[src/rtl/stream_arbiter4.sv]
// Four-input round-robin stream arbiter. Each grant covers a burst of BURST_LEN
// beats, forwarded through one registered output stage tagged with source and last.
module stream_arbiter4 #(
    parameter int DATA_WIDTH = 32,
    parameter int BURST_LEN  = 4,
    parameter int CNT_WIDTH  = 8
) (
    input  logic                  clk,
    input  logic                  rst,
    input  logic [DATA_WIDTH-1:0] data_in1,
    input  logic [DATA_WIDTH-1:0] data_in2,
    input  logic [DATA_WIDTH-1:0] data_in3,
    input  logic [DATA_WIDTH-1:0] data_in4,
    input  logic                  data_in1_valid,
    input  logic                  data_in2_valid,
    input  logic                  data_in3_valid,
    input  logic                  data_in4_valid,
    output logic                  data_in1_ready,
    output logic                  data_in2_ready,
    output logic                  data_in3_ready,
    output logic                  data_in4_ready,
    output logic [DATA_WIDTH-1:0] data_out,
    output logic                  data_out_valid,
    input  logic                  data_out_ready,
    output logic [1:0]            data_out_src,
    output logic                  data_out_last,
    output logic                  busy
);
    // Handshake: a beat moves on a port in any cycle where valid and ready are both
    // high at the rising edge; ready never depends on the same port's valid.
    typedef enum logic {S_IDLE = 1'b0, S_BURST = 1'b1} state_t;

    localparam logic [CNT_WIDTH-1:0] LP_LAST_BEAT = CNT_WIDTH'(BURST_LEN - 1);

    state_t                r_state;
    state_t                w_state_nxt;
    logic [1:0]            r_grant;
    logic [1:0]            r_last_grant;
    logic [1:0]            w_pick;
    logic [CNT_WIDTH-1:0]  r_beat_cnt;
    logic [DATA_WIDTH-1:0] r_data_out;
    logic                  r_out_valid;
    logic                  r_out_last;
    logic [1:0]            r_out_src;
    logic [DATA_WIDTH-1:0] w_din [4];
    logic [3:0]            w_vld;
    logic [3:0]            w_rdy;
    logic                  w_out_free;
    logic                  w_accept;
    logic                  w_beat_last;
    logic                  w_busy;

    assign w_din[0]    = data_in1;
    assign w_din[1]    = data_in2;
    assign w_din[2]    = data_in3;
    assign w_din[3]    = data_in4;
    assign w_vld       = {data_in4_valid, data_in3_valid, data_in2_valid, data_in1_valid};
    assign w_out_free  = ~r_out_valid | data_out_ready;
    assign w_beat_last = (r_beat_cnt == LP_LAST_BEAT);
    assign w_accept    = w_vld[r_grant] & w_rdy[r_grant];

    // Scan downwards so the nearest requester after last_grant wins.
    always_comb begin
        logic [1:0] v_idx;
        v_idx  = '0;
        w_pick = r_last_grant;
        for (int k = 4; k >= 1; k--) begin
            v_idx = r_last_grant + 2'(k);
            if (w_vld[v_idx]) w_pick = v_idx;
        end
    end

    always_ff @(posedge clk) begin
        if (rst) r_state <= S_IDLE;
        else     r_state <= w_state_nxt;
    end

    always_comb begin
        w_state_nxt = r_state;
        case (r_state)
            S_IDLE:  if (|w_vld) w_state_nxt = S_BURST;
            S_BURST: if (w_accept && w_beat_last) w_state_nxt = S_IDLE;
            default: w_state_nxt = S_IDLE;
        endcase
    end

    always_comb begin
        w_rdy  = '0;
        w_busy = (r_state == S_BURST);
        if (w_busy && w_out_free) w_rdy[r_grant] = 1'b1;
    end

    always_ff @(posedge clk) begin
        if (rst) begin
            r_grant      <= 2'd0;
            r_last_grant <= 2'd3;
            r_beat_cnt   <= '0;
        end else if (r_state == S_IDLE) begin
            if (|w_vld) begin
                r_grant    <= w_pick;
                r_beat_cnt <= '0;
            end
        end else if (w_accept) begin
            if (w_beat_last) begin
                r_last_grant <= r_grant;
                r_beat_cnt   <= '0;
            end else begin
                r_beat_cnt <= r_beat_cnt + CNT_WIDTH'(1);
            end
        end
    end

    // A beat consumed in the same cycle as a new accept is simply overwritten.
    always_ff @(posedge clk) begin
        if (rst) begin
            r_data_out  <= '0;
            r_out_valid <= 1'b0;
            r_out_src   <= 2'd0;
            r_out_last  <= 1'b0;
        end else if (w_accept) begin
            r_data_out  <= w_din[r_grant];
            r_out_valid <= 1'b1;
            r_out_src   <= r_grant;
            r_out_last  <= w_beat_last;
        end else if (data_out_ready) begin
            r_out_valid <= 1'b0;
        end
    end

    assign data_in1_ready = w_rdy[0];
    assign data_in2_ready = w_rdy[1];
    assign data_in3_ready = w_rdy[2];
    assign data_in4_ready = w_rdy[3];
    assign data_out       = r_data_out;
    assign data_out_valid = r_out_valid;
    assign data_out_src   = r_out_src;
    assign data_out_last  = r_out_last;
    assign busy           = w_busy;

endmodule

[config.mk]
export PLATFORM = sky130hd
export DESIGN_NAME = stream_arbiter4
export DESIGN_NICKNAME = d
export VERILOG_FILES = /design/src/rtl/stream_arbiter4.sv
export SDC_FILE = /design/constraint.sdc
export NUM_CORES = 1
export LEC_CHECK = 0
export ABC_CLOCK_PERIOD_IN_PS = 2400
export BUFFER_PORTS_ARGS = -buffer_cell sky130_fd_sc_hd__buf_2
export CAP_MARGIN = 20
export CELL_PAD_IN_SITES_DETAIL_PLACEMENT = 1
export CELL_PAD_IN_SITES_GLOBAL_PLACEMENT = 2
export CORE_ASPECT_RATIO = 0.5
export CORE_MARGIN = 2
export CORE_UTILIZATION = 23
export DETAILED_ROUTE_END_ITERATION = 8
export PLACE_DENSITY_LB_ADDON = 0.25
export SYNTH_ARGS = -nofsm -noshare
export SYNTH_HDL_FRONTEND = slang
export SYNTH_SLANG_ARGS = --single-unit
[constraint.sdc]
create_clock -name clk -period 2.4 [get_ports clk]
set_input_delay 0.36 -clock clk [delete_from_list [all_inputs] [get_ports clk]]
set_output_delay 0.36 -clock clk [all_outputs]
set_load 0.005 [all_outputs]
Word level (Yosys, flattened, before mapping)
Index checks and enable logic that the tools add are counted.
{ "classes": {"addsub": 4, "n_lt_le_gt_ge": 6, "n_eq_ne": 2, "muxes": 28, "bitwise_logic": 5, "n_reduce_logical": 9} }
{ "op_table": {"columns": ["operator", "n"], "rows": [
  ["binary-select mux 32 bit (select 2 bit)", 1],
  ["2-to-1 mux 32 bit", 2],
  ["2-to-1 mux 8 bit", 4],
  ["< comparator 2 x 3 -> 1 bit, second input constant", 4],
  ["binary-select mux 1 bit (select 2 bit)", 5],
  ["2-to-1 mux 1 bit", 10],
  ["adder 8 x 1 -> 8 bit, second input constant", 1],
  ["== test 8 x 2 -> 1 bit, second input constant", 1],
  ["2-to-1 mux 2 bit", 3],
  ["adder 2 bit, second input constant", 2],
  ["2-to-1 mux 4 bit", 1],
  ["AND reduction 2 bit", 2],
  ["nonzero test 2 bit", 2],
  ["OR reduction 4 bit", 1],
  ["greater-or-equal comparator 3 bit, second input constant", 1],
  ["logical AND 1 bit", 3],
  ["NOT 2 -> 3 bit", 1],
  ["AND reduction 3 bit", 1],
  ["adder 2 x 1 -> 2 bit, second input constant", 1],
  ["demux 1 bit (select 2 bit)", 1],
  ["greater-or-equal comparator 2 x 1 -> 1 bit, second input constant", 1],
  ["inequality test 2 x 1 -> 1 bit, second input constant", 1],
  ["NOT 1 bit", 2],
  ["one-hot mux 1 bit (2 select lines)", 1],
  ["other kinds (2)", 2]
]} }
{ "totals": {"regBits": 49, "inputBits": 135, "output_inout_bits": 41, "word_cells": 62} }

Longest topological paths before layout
Gate-level depths: netlist (run 1).
{ "depth": {"word_depth": 11, "mapped_depth": 8} }

Least setup slack after synthesis (run 1)
No wires, ideal clock.
{ "synth_timing": {"path_type": "register -> register", "from": "register r_beat_cnt[0]", "to": "register r_beat_cnt[0]", "setup_ns": 0.121, "arrival_time_ns": 1.664, "path_slack_ns": 0.616, "stages_incl_launch_ff": 6, "path_buffers": 0, "synth_period_minus_slack_ns": 1.784, "cell_sequence": "dfxtp_1 ha_1 or4b_1 nor4_1 nor3_1 mux2_2"} }
{ "synth_between": {"elab_chain_len": 4, "elab_cells_between_ends": 5, "cone_classes": "1 x add/sub; 1 x eq/ne; 3 x mux"} }
{ "synth_rtl": {"columns": ["element", "line", "source"], "rows": [
  ["start: declaration", "40", "logic [CNT_WIDTH-1:0] r_beat_cnt;"],
  ["start signal: assignment", "108", "r_beat_cnt <= r_beat_cnt + CNT_WIDTH'(1);"],
  ["adder 8 x 1 -> 8 bit / == test 8 x 2 -> 1 bit (equally long branches)", "108, 59", null],
  ["2-to-1 mux 8 bit (*)", "104", "if (w_beat_last) begin"],
  ["2-to-1 mux 8 bit (*)", "103", "end else if (w_accept) begin"],
  ["2-to-1 mux 8 bit (*)", "98", "end else if (r_state == S_IDLE) begin"]
]} }
Every way passes the cells marked *; elsewhere a longest branch is shown, timed or not. The select of a mux whose other input is x is not followed.
A chain may end at the register's enable or synchronous reset.

Final worst setup path (run 1)
Ends and elaborated chain as after synthesis.

==> results of run 1 <==
-- layout by cell type, fill, tap and decap left out, types with 2 or more instances in the layout --
| master | instances |
|---|---|
| o32ai_1 | 6 |
| dfxtp_2 | 2 |
| nor2b_1 | 2 |
| mux2_2 | 3 |
| buf_4 | 8 |
| nor3_1 | 5 |
| nand3_1 | 4 |
| nand2_1 | 73 |
| nor4b_1 | 2 |
| inv_1 | 2 |
| a21oi_1 | 42 |
| nand2b_1 | 3 |
| a22o_1 | 4 |
| mux4_2 | 33 |
| buf_2 | 175 |
| nor2_1 | 10 |
| dfxtp_1 | 47 |
| clkbuf_16 | 5 |
| and3_1 | 3 |
| nor4_1 | 4 |
| clkbuf_8 | 2 |
| a211o_1 | 2 |
| a21o_1 | 2 |
-- cells in the mapped netlist (3+ instances only) --
library cell,instances,share of area (%)
a21oi_1,42,7.5
a22o_1,4,1.2
and3_1,3,0.67
nor2_1,10,1.3
buf_6,3,1.2
o32ai_1,6,1.9
nand2_1,73,9.8
nor3_1,5,0.89
clkbuf_1,10,1.3
nand3_1,5,0.89
nand2b_1,3,0.67
buf_2,11,2.0
dfxtp_1,49,35
mux4_2,33,26
nor4_1,4,0.89
mux2_2,3,1.2
-- layer usage --
layer | GRT usage (%) | vias up | routed length, µm
met2 | 24.6 | 81 | 4570
met4 | 3.87 | 0 | 108
met3 | 3.55 | 7 | 515
met5 | 0 | - | 0
li1 | - | 1402 | -
met1 | 17.5 | 1345 | 4040
-- worst register-to-register path, cell delays in order, from the launching register on --
cell and delay (ns):
dfxtp_1 0.38, ha_1 0.22, or4b_1 0.47, nor4_1 0.34, nor3_1 0.17, mux2_2 0.29
-- metrics by stage --
stage / total power [W] / hold slack (ns) / std cells / utilization (%)
2_1_floorplan: 0.00133 / 0.453 / 289 / -
3_3_place_gp: 0.00160 / 0.440 / 613 / 32.4
3_5_place_dp: 0.00160 / 0.447 / 613 / 32.4
4_1_cts: 0.00237 / 0.456 / 621 / 33.8
5_1_grt: 0.00249 / 0.478 / 621 / 33.8
6_report: 0.00232 / 0.452 / 621 / 33.8
-- kinds of logic after synthesis --
logic type               after synthesis  share of synthesized area [%]
AND/OR/NAND/NOR                      114                           18.3
AO/OA/AOI/OAI                         61                           13.2
adder cells (fa/ha/maj)                1                          0.446
flip-flops                            49                           35.0
buffers and inverters                 27                           5.04
multiplexers                          37                           28.1
-- flip-flops by register name (all words and copies together) (netlist names) --
register and flops:
data_out_valid 1, busy 1, r_last_grant 2, data_out 32
r_grant 2, data_out_last 1, r_beat_cnt 8, data_out_src 2
-- where the power goes --
part / switching (W) / total (W) / internal [W] / leakage (nW)
sequential: 0.0000383 / 0.000915 / 0.000877 / 0.400
combinational: 0.000309 / 0.000649 / 0.000340 / 1.29
clock: 0.000313 / 0.000755 / 0.000442 / 0.0799
-- worst max path at each step --
stage,startpoint,to,slack [ns]
3_5_place_dp,r_beat_cnt[0]$_SDFFE_PP0P_,r_beat_cnt[0]$_SDFFE_PP0P_,0.44
5_1_grt,r_beat_cnt[0]$_SDFFE_PP0P_,r_beat_cnt[0]$_SDFFE_PP0P_,0.29
4_1_cts,r_beat_cnt[0]$_SDFFE_PP0P_,r_beat_cnt[0]$_SDFFE_PP0P_,0.42
6_report,r_beat_cnt[0]$_SDFFE_PP0P_,r_beat_cnt[0]$_SDFFE_PP0P_,0.42
3_3_place_gp,r_beat_cnt[0]$_SDFFE_PP0P_,r_beat_cnt[0]$_SDFFE_PP0P_,0.46
2_1_floorplan,r_beat_cnt[0]$_SDFFE_PP0P_,r_beat_cnt[0]$_SDFFE_PP0P_,0.62
-- final cells by class --
class | count | area, µm² | area share [%]
multi-input cells | 213 | 1690 | 42.2
flip-flops and latches | 49 | 983 | 24.6
repair buffers | 184 | 956 | 23.9
well taps | 165 | 206 | 5.16
clock buffers | 7 | 153 | 3.82
inverters | 2 | 7.51 | 0.188
clock inverters | 1 | 5.00 | 0.125
==> metrics.md, run 1 <==
| Metric | Value |
|---|---|
| Post-CTS Setup Bufs | 0 |
| FP Rows | 28 |
| Mean Syn Cell Area | ~9.7 µm² |
| Die area | 13100 µm² |
| Sequential area share after synthesis | 35.0% |
| HP Class | flop to flop |
| WHS Path Cells | 2 |
| Routed len/inst | 14.9 µm |
| Number of I/O port buffers | approximately 180 |
| DRT Pass-1 Iters | 4 |
| Die Wd | between 150 and 200 µm |
| Synth Cell Area | 2810 µm² |
| Max incr delay on CP | between 0.4 and 0.5 ns |
| # clock sinks | 49 |
| Register bit count reported by yosys | between 40 and 50 |
| Netlist cell types | 36 |
| CP Cell Sequence | ha_1 > or4b_1 > nor4_1 > nor3_1 > mux2_2 |
| CP startpoint kind | flop |
| Final Slew Violations | 0 |
| Max-Cap Viols | 0 |
| DP HPWL | 7050 µm |
| Worst vdd ir | 209 µV |
| Post-synth EDFFs | 0 |
| CP Data Arrival Time | 2.17 ns |
| Crit. path cell count | 5 |
| Final clock skew | 0.00880 ns |
| Initial antenna violation count | 0 |
| Final setup vio count | 0 |
| Period utilization | 82.4% |
| Cell Pwr Density | around 580 nW/µm² |
| Routability cong. | 0.740 |
| Post-Syn Nets | 425 |
| Fraction of registers with async set/reset | 0% |
| Least-Margin Pin Slew | 0.559 ns |
| CP Buf/Inv Count | 0 |
| Hold_sp | data_out[25]$_SDFFE_PP0P_ |
| Post-synth top flop | dfxtp_1 |
| Worst setup EP type | flop |
| CTS clk-pin slew, worst paths | 0.07 ns |
| Req. time, crit path | roughly 2.6 ns |
| Core footprint | 11800 µm² |
| Wirelength, routed | approximately 9200 µm |
| Worst flop-to-flop path startpoint | r_beat_cnt[0]$_SDFFE_PP0P_ |
| Layout net count | approximately 590 |
| Detail Route Antenna Nets | 0 |
| Syn Inst Count | 289 |
| Die Height | 82.1 µm |
| Lkg Pwr | 1.77 nW |
| Hold Vio Cnt, Final | 0 |
| Critical path fanouts, max | 4 |
| Cell family with most CP delay | simple AND/OR/NAND/NOR gates |
| GRT overflow | 0 |
| Clk_lat worst skew | 0.29 ns |
| CTS H-tree depth | 2 |
| Vias | 2835 |
| Share of cells above drive strength 1 | 51.3% |
| Clk buf depth | 2 |
| Total I/O pin count | about 180 |
| Resized cells post-CTS | 0 |
| Total track usage | 14.0% |
| Slowest CP cell | or4b_1 |
| CTS tree | yes |
| Min cycle time layout | 1.98 ns |
| Root buf cell | clkbuf_16 |
| Worst slew margin | 62.7% |
| RSZ-0062 raised after global routing | no |
| Iter 0 DRT Violations | 75 |
| Cell Area, Placed | 3840 µm² |
| First-pass GRT wire length | between 10000 and 15000 µm |
| Vias in the first global route | around 2900 |
| Initial Utilization | 23.7% |
| Worst reg2reg path endpoint | r_beat_cnt[0]$_SDFFE_PP0P_ |
| Status | finished clean |
| Hold Path Sink | data_out[25]$_SDFFE_PP0P_ |
| Ant. Diodes | 0 |
| Hold Buf Count CTS | 0 |
| Worst r2r path cells | 5 |
| DP Worst Slack | 0.441 ns |
| DR DRC count | 0 |
| Largest net degree at the start of global routing | 41 |
| Crit path setup slack, layout | approximately 0.42 ns |
| Ys Warns | 0 |
| Final Instance Area | 4000 µm² |
| Critical path type | flop to flop |
| Reg-to-reg setup timing slack | 0.42 ns |
| Fillers | 1468 |
| CTS buffer count | 5 |
| Area delta synth->final | 42.6% |
| Max Freq | 506 MHz |
| Setup_tns | 0 ns |
| Drt via density | roughly 4.6 |
Power figures use the tool's default switching activity.
==> inputs of run 2 (changes only) <==
--- a/config.mk
+++ b/config.mk
@@ -5,7 +5,7 @@
 export SDC_FILE = /design/constraint.sdc
 export NUM_CORES = 1
 export LEC_CHECK = 0
-export ABC_CLOCK_PERIOD_IN_PS = 2400
+export ABC_CLOCK_PERIOD_IN_PS = 2050
 export BUFFER_PORTS_ARGS = -buffer_cell sky130_fd_sc_hd__buf_2
 export CAP_MARGIN = 20
 export CELL_PAD_IN_SITES_DETAIL_PLACEMENT = 1
==> constraint.sdc (replaced) <==
create_clock -name clk -period 2.05 [get_ports clk]
set_input_delay 0.3075 -clock clk [delete_from_list [all_inputs] [get_ports clk]]
set_output_delay 0.3075 -clock clk [all_outputs]
set_load 0.005 [all_outputs]
==> run 2 against run 1 <==
Effect of this change:
- critical path depth unchanged
- cell count rose by 0.16%
- non-clock buffer count increased by 1
- global-route usage fell by 0.20 points
- sequential power rose by 17%
- core utilization is 0.43 points higher
- largest power group unchanged
- critical endpoint is now busy$_SDFF_PP0_
- first-iteration DRC count grew 40%
- clock power rose by 29%
- clock-buffer cell count stayed put
==> metrics.md, run 2 (synthesis gave the netlist of run 1 again) <==
| Metric | Value |
|---|---|
| Status | finished clean |
| CP Data Arrival Time | 2.06 ns (-0.11 ns) |
| FP Rows | 28 (unchanged) |
| Reg-to-reg setup timing slack | 0.16 ns (-0.27 ns) |
| Ant. Diodes | 0 (unchanged) |
| Iter 0 DRT Violations | 105 (+40%) |
| Design Power | 0.00281 W (+21%) |
| Routed len/inst | 14.8 µm (-0.25%) |
| HP Class | input pin to flop |
| Min cycle time layout | 1.89 ns (-0.0839 ns) |
| Commonest non-fill, non-tap cell in the layout | buf_2 |
| CTS tree | yes |
| Detail Route Antenna Nets | 0 (unchanged) |
| Core footprint | 11800 µm² (unchanged) |
| Max-Cap Viols | 0 (unchanged) |
| Critical path fanouts, max | 4 (unchanged) |
| Total track usage | 13.8% (-0.20 points) |
| WL met1 | 4100 µm (+1.4%) |
| Hold Vio Cnt, Final | 0 (unchanged) |
| Critical path type | flop to flop |
| Lkg Pwr | 1.79 nW (+1.2%) |
| Max incr delay on CP | 0.49 ns (+0.02 ns) |
| Clk_lat worst skew | 0.29 ns (about the same) |
| Met2 WL | 4560 µm (-0.33%) |
| Wirelength, routed | 9230 µm (about the same) |
| Worst reg2reg path endpoint | busy$_SDFF_PP0_ |
| WHS Path Cells | 3 (+1) |
| Initial Utilization | 23.7% (unchanged) |
| Die Wd | 160 µm (unchanged) |
| Largest net degree at the start of global routing | 55 (+34%) |
| Most frequent cells in the layout | 175 x buf_2, 73 x nand2_1, 47 x dfxtp_1, 42 x a21oi_1, 33 x mux4_2 |
| DR DRC count | 0 (unchanged) |
| Share of cells above drive strength 1 | 51.9% (+0.54 points) |
| Root buf cell | clkbuf_16 |
| Die Height | 82.1 µm (unchanged) |
| Fillers | 1450 (-1.2%) |
| Worst setup EP type | flop |
| Total I/O pin count | 176 (unchanged) |
| Util after Layout | 34.2% (+0.43 points) |
| Final Instance Area | 4050 µm² (+1.3%) |
| Req. time, crit path | 2.21 ns (-0.38 ns) |
| Cell Area, Placed | 3860 µm² (+0.52%) |
| CP Cell Sequence | ha_1 > or4b_1 > or4_4 > nor2_1 > o22ai_1 |
| Initial antenna violation count | 0 (unchanged) |
| DRT Pass-1 Iters | 4 (unchanged) |
| CTS buffer count | 5 (unchanged) |
| Vias in the first global route | 2890 (+1.3%) |
| Max Freq | 528 MHz (+4.4%) |
| First-pass GRT wire length | 14400 µm (-0.61%) |
| Largest register FFs | 32 (unchanged) |
| Final setup vio count | 0 (unchanged) |
| Worst vdd ir | 278 µV (+33%) |
| Top sig layer | met4 |
| Area delta synth->final | 44.4% |
| CTS clk-pin slew, worst paths | 0.07 ns (about the same) |
| Met3 WL | 513 µm (-0.39%) |
| Worst r2r path cells | 5 (unchanged) |
| Worst slew margin | 63.1% (+0.42 points) |
| # clock sinks | 49 (unchanged) |
| Period utilization | 92.4% (+10 points) |
| GRT overflow | 0 (unchanged) |
| Hold Path Sink | r_grant[0]$_SDFFE_PP0P_ |
| CP startpoint kind | flop |
| Clk buf depth | 2 (unchanged) |
| Cell Pwr Density | 694 nW/µm² (+20%) |
| Die area | 13100 µm² (unchanged) |
| Least-Margin Pin Slew | 0.549 ns (-0.0105 ns) |
| Hold_sp | data_in4_valid |
| Slowest CP cell | or4b_1 |
| CTS H-tree depth | 2 (unchanged) |
| Number of I/O port buffers | 175 (unchanged) |
| Setup_tns | 0 ns (unchanged) |
| Vias | 2844 (+0.32%) |
| RSZ-0062 raised after global routing | no |
| Layout net count | 592 (+0.17%) |
| DP HPWL | 7050 µm (about the same) |
| Worst flop-to-flop path startpoint | r_beat_cnt[1]$_SDFFE_PP0P_ |
| Final clock skew | 0.00565 ns (-0.00315 ns) |
| Routability cong. | 0.751 (+1.4%) |
| Final Slew Violations | 0 (unchanged) |
| Drt via density | 4.57 (+0.16%) |
-- run 2: worst max-delay path by stage --
stage	to	slack, ns	depth (start not counted)	start
final	busy$_SDFF_PP0_	0.16	5	r_beat_cnt[1]$_SDFFE_PP0P_
after global routing	r_last_grant[1]$_SDFFE_PP1P_	0.007	6	r_beat_cnt[0]$_SDFFE_PP0P_
after CTS	r_last_grant[1]$_SDFFE_PP1P_	0.11	6	r_beat_cnt[0]$_SDFFE_PP0P_
after detailed placement	r_beat_cnt[0]$_SDFFE_PP0P_	0.11	5	data_in4_valid
after global placement	r_beat_cnt[0]$_SDFFE_PP0P_	0.14	5	data_in4_valid
after floorplan	r_beat_cnt[0]$_SDFFE_PP0P_	0.27	5	r_beat_cnt[0]$_SDFFE_PP0P_
-- run 2: layout make-up --
class                   instances  area [µm²]  area share [%]
clock buffers                   7         143            3.52
multi-input cells             213        1700            42.1
inverters                       2        7.51           0.185
flip-flops and latches         49         983            24.3
repair buffers                185         976            24.1
well taps                     165         206            5.10
clock inverters                 1        30.0           0.741
-- run 2: what timing repair did --
| item | 4_1_cts | 5_1_grt |
|---|---|---|
| setup buffers | 0 | 0 |
| hold buffers | 0 | 0 |
| resized for setup | 0 | 3 |
| setup endpoints to repair | 0 | 3 |
-- run 2: metal layers --
metal / global-route usage, % / vias to the layer above
li1: - / 1406
met1: 17.6 / 1359
met2: 24.3 / 75
met3: 3.45 / 4
met4: 2.70 / 0
met5: 0 / -
-- run 2: power by group --
part	switching, W	internal, W	leakage, nW
Sequential	0.0000399	0.00103	0.400
Clock	0.000363	0.000610	0.0841
Combinational	0.000368	0.000404	1.30
-- run 2: metrics by stage --
stage | worst slack, ns | instances | hold WS [ns]
floorplan | 0.266 | 289 | 0.453
global placement | 0.143 | 614 | 0.441
CTS | 0.110 | 622 | 0.437
global route | 0.00740 | 622 | 0.459
detailed placement | 0.108 | 614 | 0.446
finish | 0.156 | 622 | 0.439
-- run 2: critical path: cells and delay by family (launching register included) --
kind | cells | cell delay [ns]
simple gates | 3 | 1.09
compound gates | 1 | 0.09
fa+ha+maj | 1 | 0.21
flops | 1 | 0.37
==> inputs of run 3 (changes only) <==
--- a/config.mk
+++ b/config.mk
@@ -6,14 +6,14 @@
 export NUM_CORES = 1
 export LEC_CHECK = 0
 export ABC_CLOCK_PERIOD_IN_PS = 2050
-export BUFFER_PORTS_ARGS = -buffer_cell sky130_fd_sc_hd__buf_2
 export CAP_MARGIN = 20
 export CELL_PAD_IN_SITES_DETAIL_PLACEMENT = 1
 export CELL_PAD_IN_SITES_GLOBAL_PLACEMENT = 2
 export CORE_ASPECT_RATIO = 0.5
 export CORE_MARGIN = 2
-export CORE_UTILIZATION = 23
+export CORE_UTILIZATION = 34
 export DETAILED_ROUTE_END_ITERATION = 8
+export DONT_BUFFER_PORTS = 1
 export PLACE_DENSITY_LB_ADDON = 0.25
 export SYNTH_ARGS = -nofsm -noshare
 export SYNTH_HDL_FRONTEND = slang
==> run 3 against run 2 <==
Effect of this change:
- first-iteration DRC count up 9.5%
- non-clock buffer count down 177
- sequential share of layout area up 8.2 points
- clock power down 17%
- via count down 21%
- largest power group unchanged
- highest routed layer is now met5
==> metrics.md, run 3 (synthesis gave the netlist of run 1 again) <==
| Metric | Value |
|---|---|
| Final Slew Violations | 0 (unchanged) |
| Reg area | 983 µm² (unchanged) |
| Die Wd | 132 µm (-17%) |
| Most frequent cells in the layout | 73 x nand2_1, 47 x dfxtp_1, 42 x a21oi_1, 33 x mux4_2, 10 x nor2_1 |
| Vias | 2248 (-21%) |
| Worst slew margin | 51.6% (-12 points) |
| CTS clk-pin slew, worst paths | 0.07 ns (about the same) |
| Cell Area, Placed | 2890 µm² (-25%) |
| Commonest non-fill, non-tap cell in the layout | nand2_1 |
| Share of cells above drive strength 1 | 20.0% (-32 points) |
| Crit path setup slack, layout | 0.118 ns (-0.0388 ns) |
| Wirelength, routed | 8240 µm (-11%) |
| Largest register FFs | 32 (unchanged) |
| Largest net degree at the start of global routing | 56 (+1.8%) |
| Period utilization | 94.3% (+1.9 points) |
| Routed len/inst | 21.0 µm (+42%) |
| Least-Margin Pin Slew | 0.723 ns (+0.175 ns) |
| DP Worst Slack | 0.128 ns (+0.0195 ns) |
| Fillers | 947 (-35%) |
| Ant. Diodes | 0 (unchanged) |
| Total track usage | 17.6% (+3.8 points) |
| Die area | 9040 µm² (-31%) |
| First-pass GRT wire length | 12300 µm (-15%) |
| # clock sinks | 49 (unchanged) |
| Worst setup EP type | flop |
| Worst reg2reg path endpoint | r_last_grant[1]$_SDFFE_PP1P_ |
| Initial Utilization | 35.1% (+11 points) |
| Resized cells post-CTS | 0 (unchanged) |
| Root buf cell | clkbuf_16 |
| Total I/O pin count | 176 (unchanged) |
| Cell Pwr Density | 805 nW/µm² (+16%) |
| Critical path fanouts, max | 4 (unchanged) |
| Status | finished clean |
| RSZ-0062 raised after global routing | yes |
| Req. time, crit path | 2.23 ns (+0.02 ns) |
| Max-Cap Viols | 0 (unchanged) |
| WHS Path Cells | 1 (-2) |
| Die Height | 68.2 µm (-17%) |
| Min cycle time layout | 1.93 ns (+0.0388 ns) |
| DR DRC count | 0 (unchanged) |
| HP Class | input pin to flop |
| CP Data Arrival Time | 2.11 ns (+0.05 ns) |
| Area delta synth->final | 7.85% |
| DP HPWL | 6210 µm (-12%) |
| Reg-to-reg setup timing slack | 0.12 ns (-0.04 ns) |
| Critical path type | flop to flop |
| Final Instance Area | 3030 µm² (-25%) |
| Vias in the first global route | 2337 (-19%) |
| Core footprint | 8000 µm² (-32%) |
| CTS tree | yes |
| Routability cong. | 0.805 (+7.3%) |
| DRT Pass-1 Iters | 4 (unchanged) |
| Detail Route Antenna Nets | 0 (unchanged) |
| Clk_lat worst skew | 0.28 ns (about the same) |
| CP startpoint kind | flop |
| Post-CTS Setup Bufs | 0 (unchanged) |
| Critical Path End | r_last_grant[1]$_SDFFE_PP1P_ |
| Hold Vio Cnt, Final | 0 (unchanged) |
| Hold Buf Count CTS | 0 (unchanged) |
| Worst r2r path cells | 6 (+1) |
| Number of I/O port buffers | 0 (-100%) |
| Layout net count | 415 (-30%) |
| GRT overflow | 0 (unchanged) |
| Clk buf depth | 2 (unchanged) |
| Max Freq | 518 MHz (-2.0%) |
| Layout Cells excl Fill | 392 (-37%) |
| FP Rows | 23 (-18%) |
| Placed insts | 384 (-37%) |
| Final clock skew | 0.00302 ns (-0.00263 ns) |
| Lkg Pwr | 1.01 nW (-44%) |
| Worst vdd ir | 338 µV (+22%) |
| Initial antenna violation count | 1 (+1) |
| Final setup vio count | 0 (unchanged) |
| Setup_tns | 0 ns (unchanged) |
| CTS H-tree depth | 2 (unchanged) |
| CTS buffer count | 5 (unchanged) |
| Multi-input gate area | 1680 µm² (-1.2%) |
| Iter 0 DRT Violations | 115 (+9.5%) |
| Worst flop-to-flop path startpoint | r_beat_cnt[0]$_SDFFE_PP0P_ |
| Worst Setup SP | r_beat_cnt[0]$_SDFFE_PP0P_ |
| Drt via density | 5.73 (+25%) |
-- run 3: cell count changes in the layout (fill, tap and decap cells not counted), sizes merged --
cell,before,now
bufinv,1,0
clkinv,0,2
clkbuf,7,6
buf,185,8
-- run 3: worst min-delay path by stage --
stage                                      to  slack (ns)                      from
floorplan            data_out[0]$_SDFFE_PP0P_        0.45  data_out[0]$_SDFFE_PP0P_
global placement     data_out[6]$_SDFFE_PP0P_        0.38                       rst
finish              data_out[10]$_SDFFE_PP0P_        0.09                       rst
CTS                 data_out[10]$_SDFFE_PP0P_        0.08                       rst
global route         data_out[7]$_SDFFE_PP0P_        0.07                       rst
detailed placement  data_out[10]$_SDFFE_PP0P_        0.39                       rst
-- run 3: final cells by class --
type | instances | area share, %
well taps | 112 | 4.63
flip-flops and latches | 49 | 32.5
clock buffers | 6 | 4.26
repair buffers | 8 | 2.40
clock inverters | 2 | 0.331
inverters | 2 | 0.248
multi-input cells | 213 | 55.6
-- run 3: metal layers --
metal  vias up  wire length, µm  global-route usage, %
li1       1057                -                      -
met1      1088             3260                   20.8
met2        93             4270                   31.5
met3         8              625                   5.85
met4         2               61                   4.84
met5         -               13                      0
-- run 3: stage by stage --
step	total power (W)	hold WS, ns	util [%]
6_report	0.00244	0.0873	37.8
4_1_cts	0.00248	0.0791	37.8
3_5_place_dp	0.00166	0.389	36.1
5_1_grt	0.00258	0.0717	37.8
3_3_place_gp	0.00164	0.384	36.1
2_1_floorplan	0.00156	0.453	-
-- run 3: worst max-delay path: stages, from the launching register on --
cell and delay [ns]:
dfxtp_1 0.38, ha_1 0.21, or4b_1 0.47, nor4_1 0.27, buf_4 0.18, a21oi_1 0.06
a211o_1 0.26
-- run 3: power by group --
group / leakage [nW] / internal (W) / total (W) / switching (W)
Combinational: 0.539 / 0.000263 / 0.000535 / 0.000272
Sequential: 0.400 / 0.00103 / 0.00109 / 0.0000654
Clock: 0.0706 / 0.000449 / 0.000809 / 0.000359
Total: 1.01 / 0.00174 / 0.00244 / 0.000697
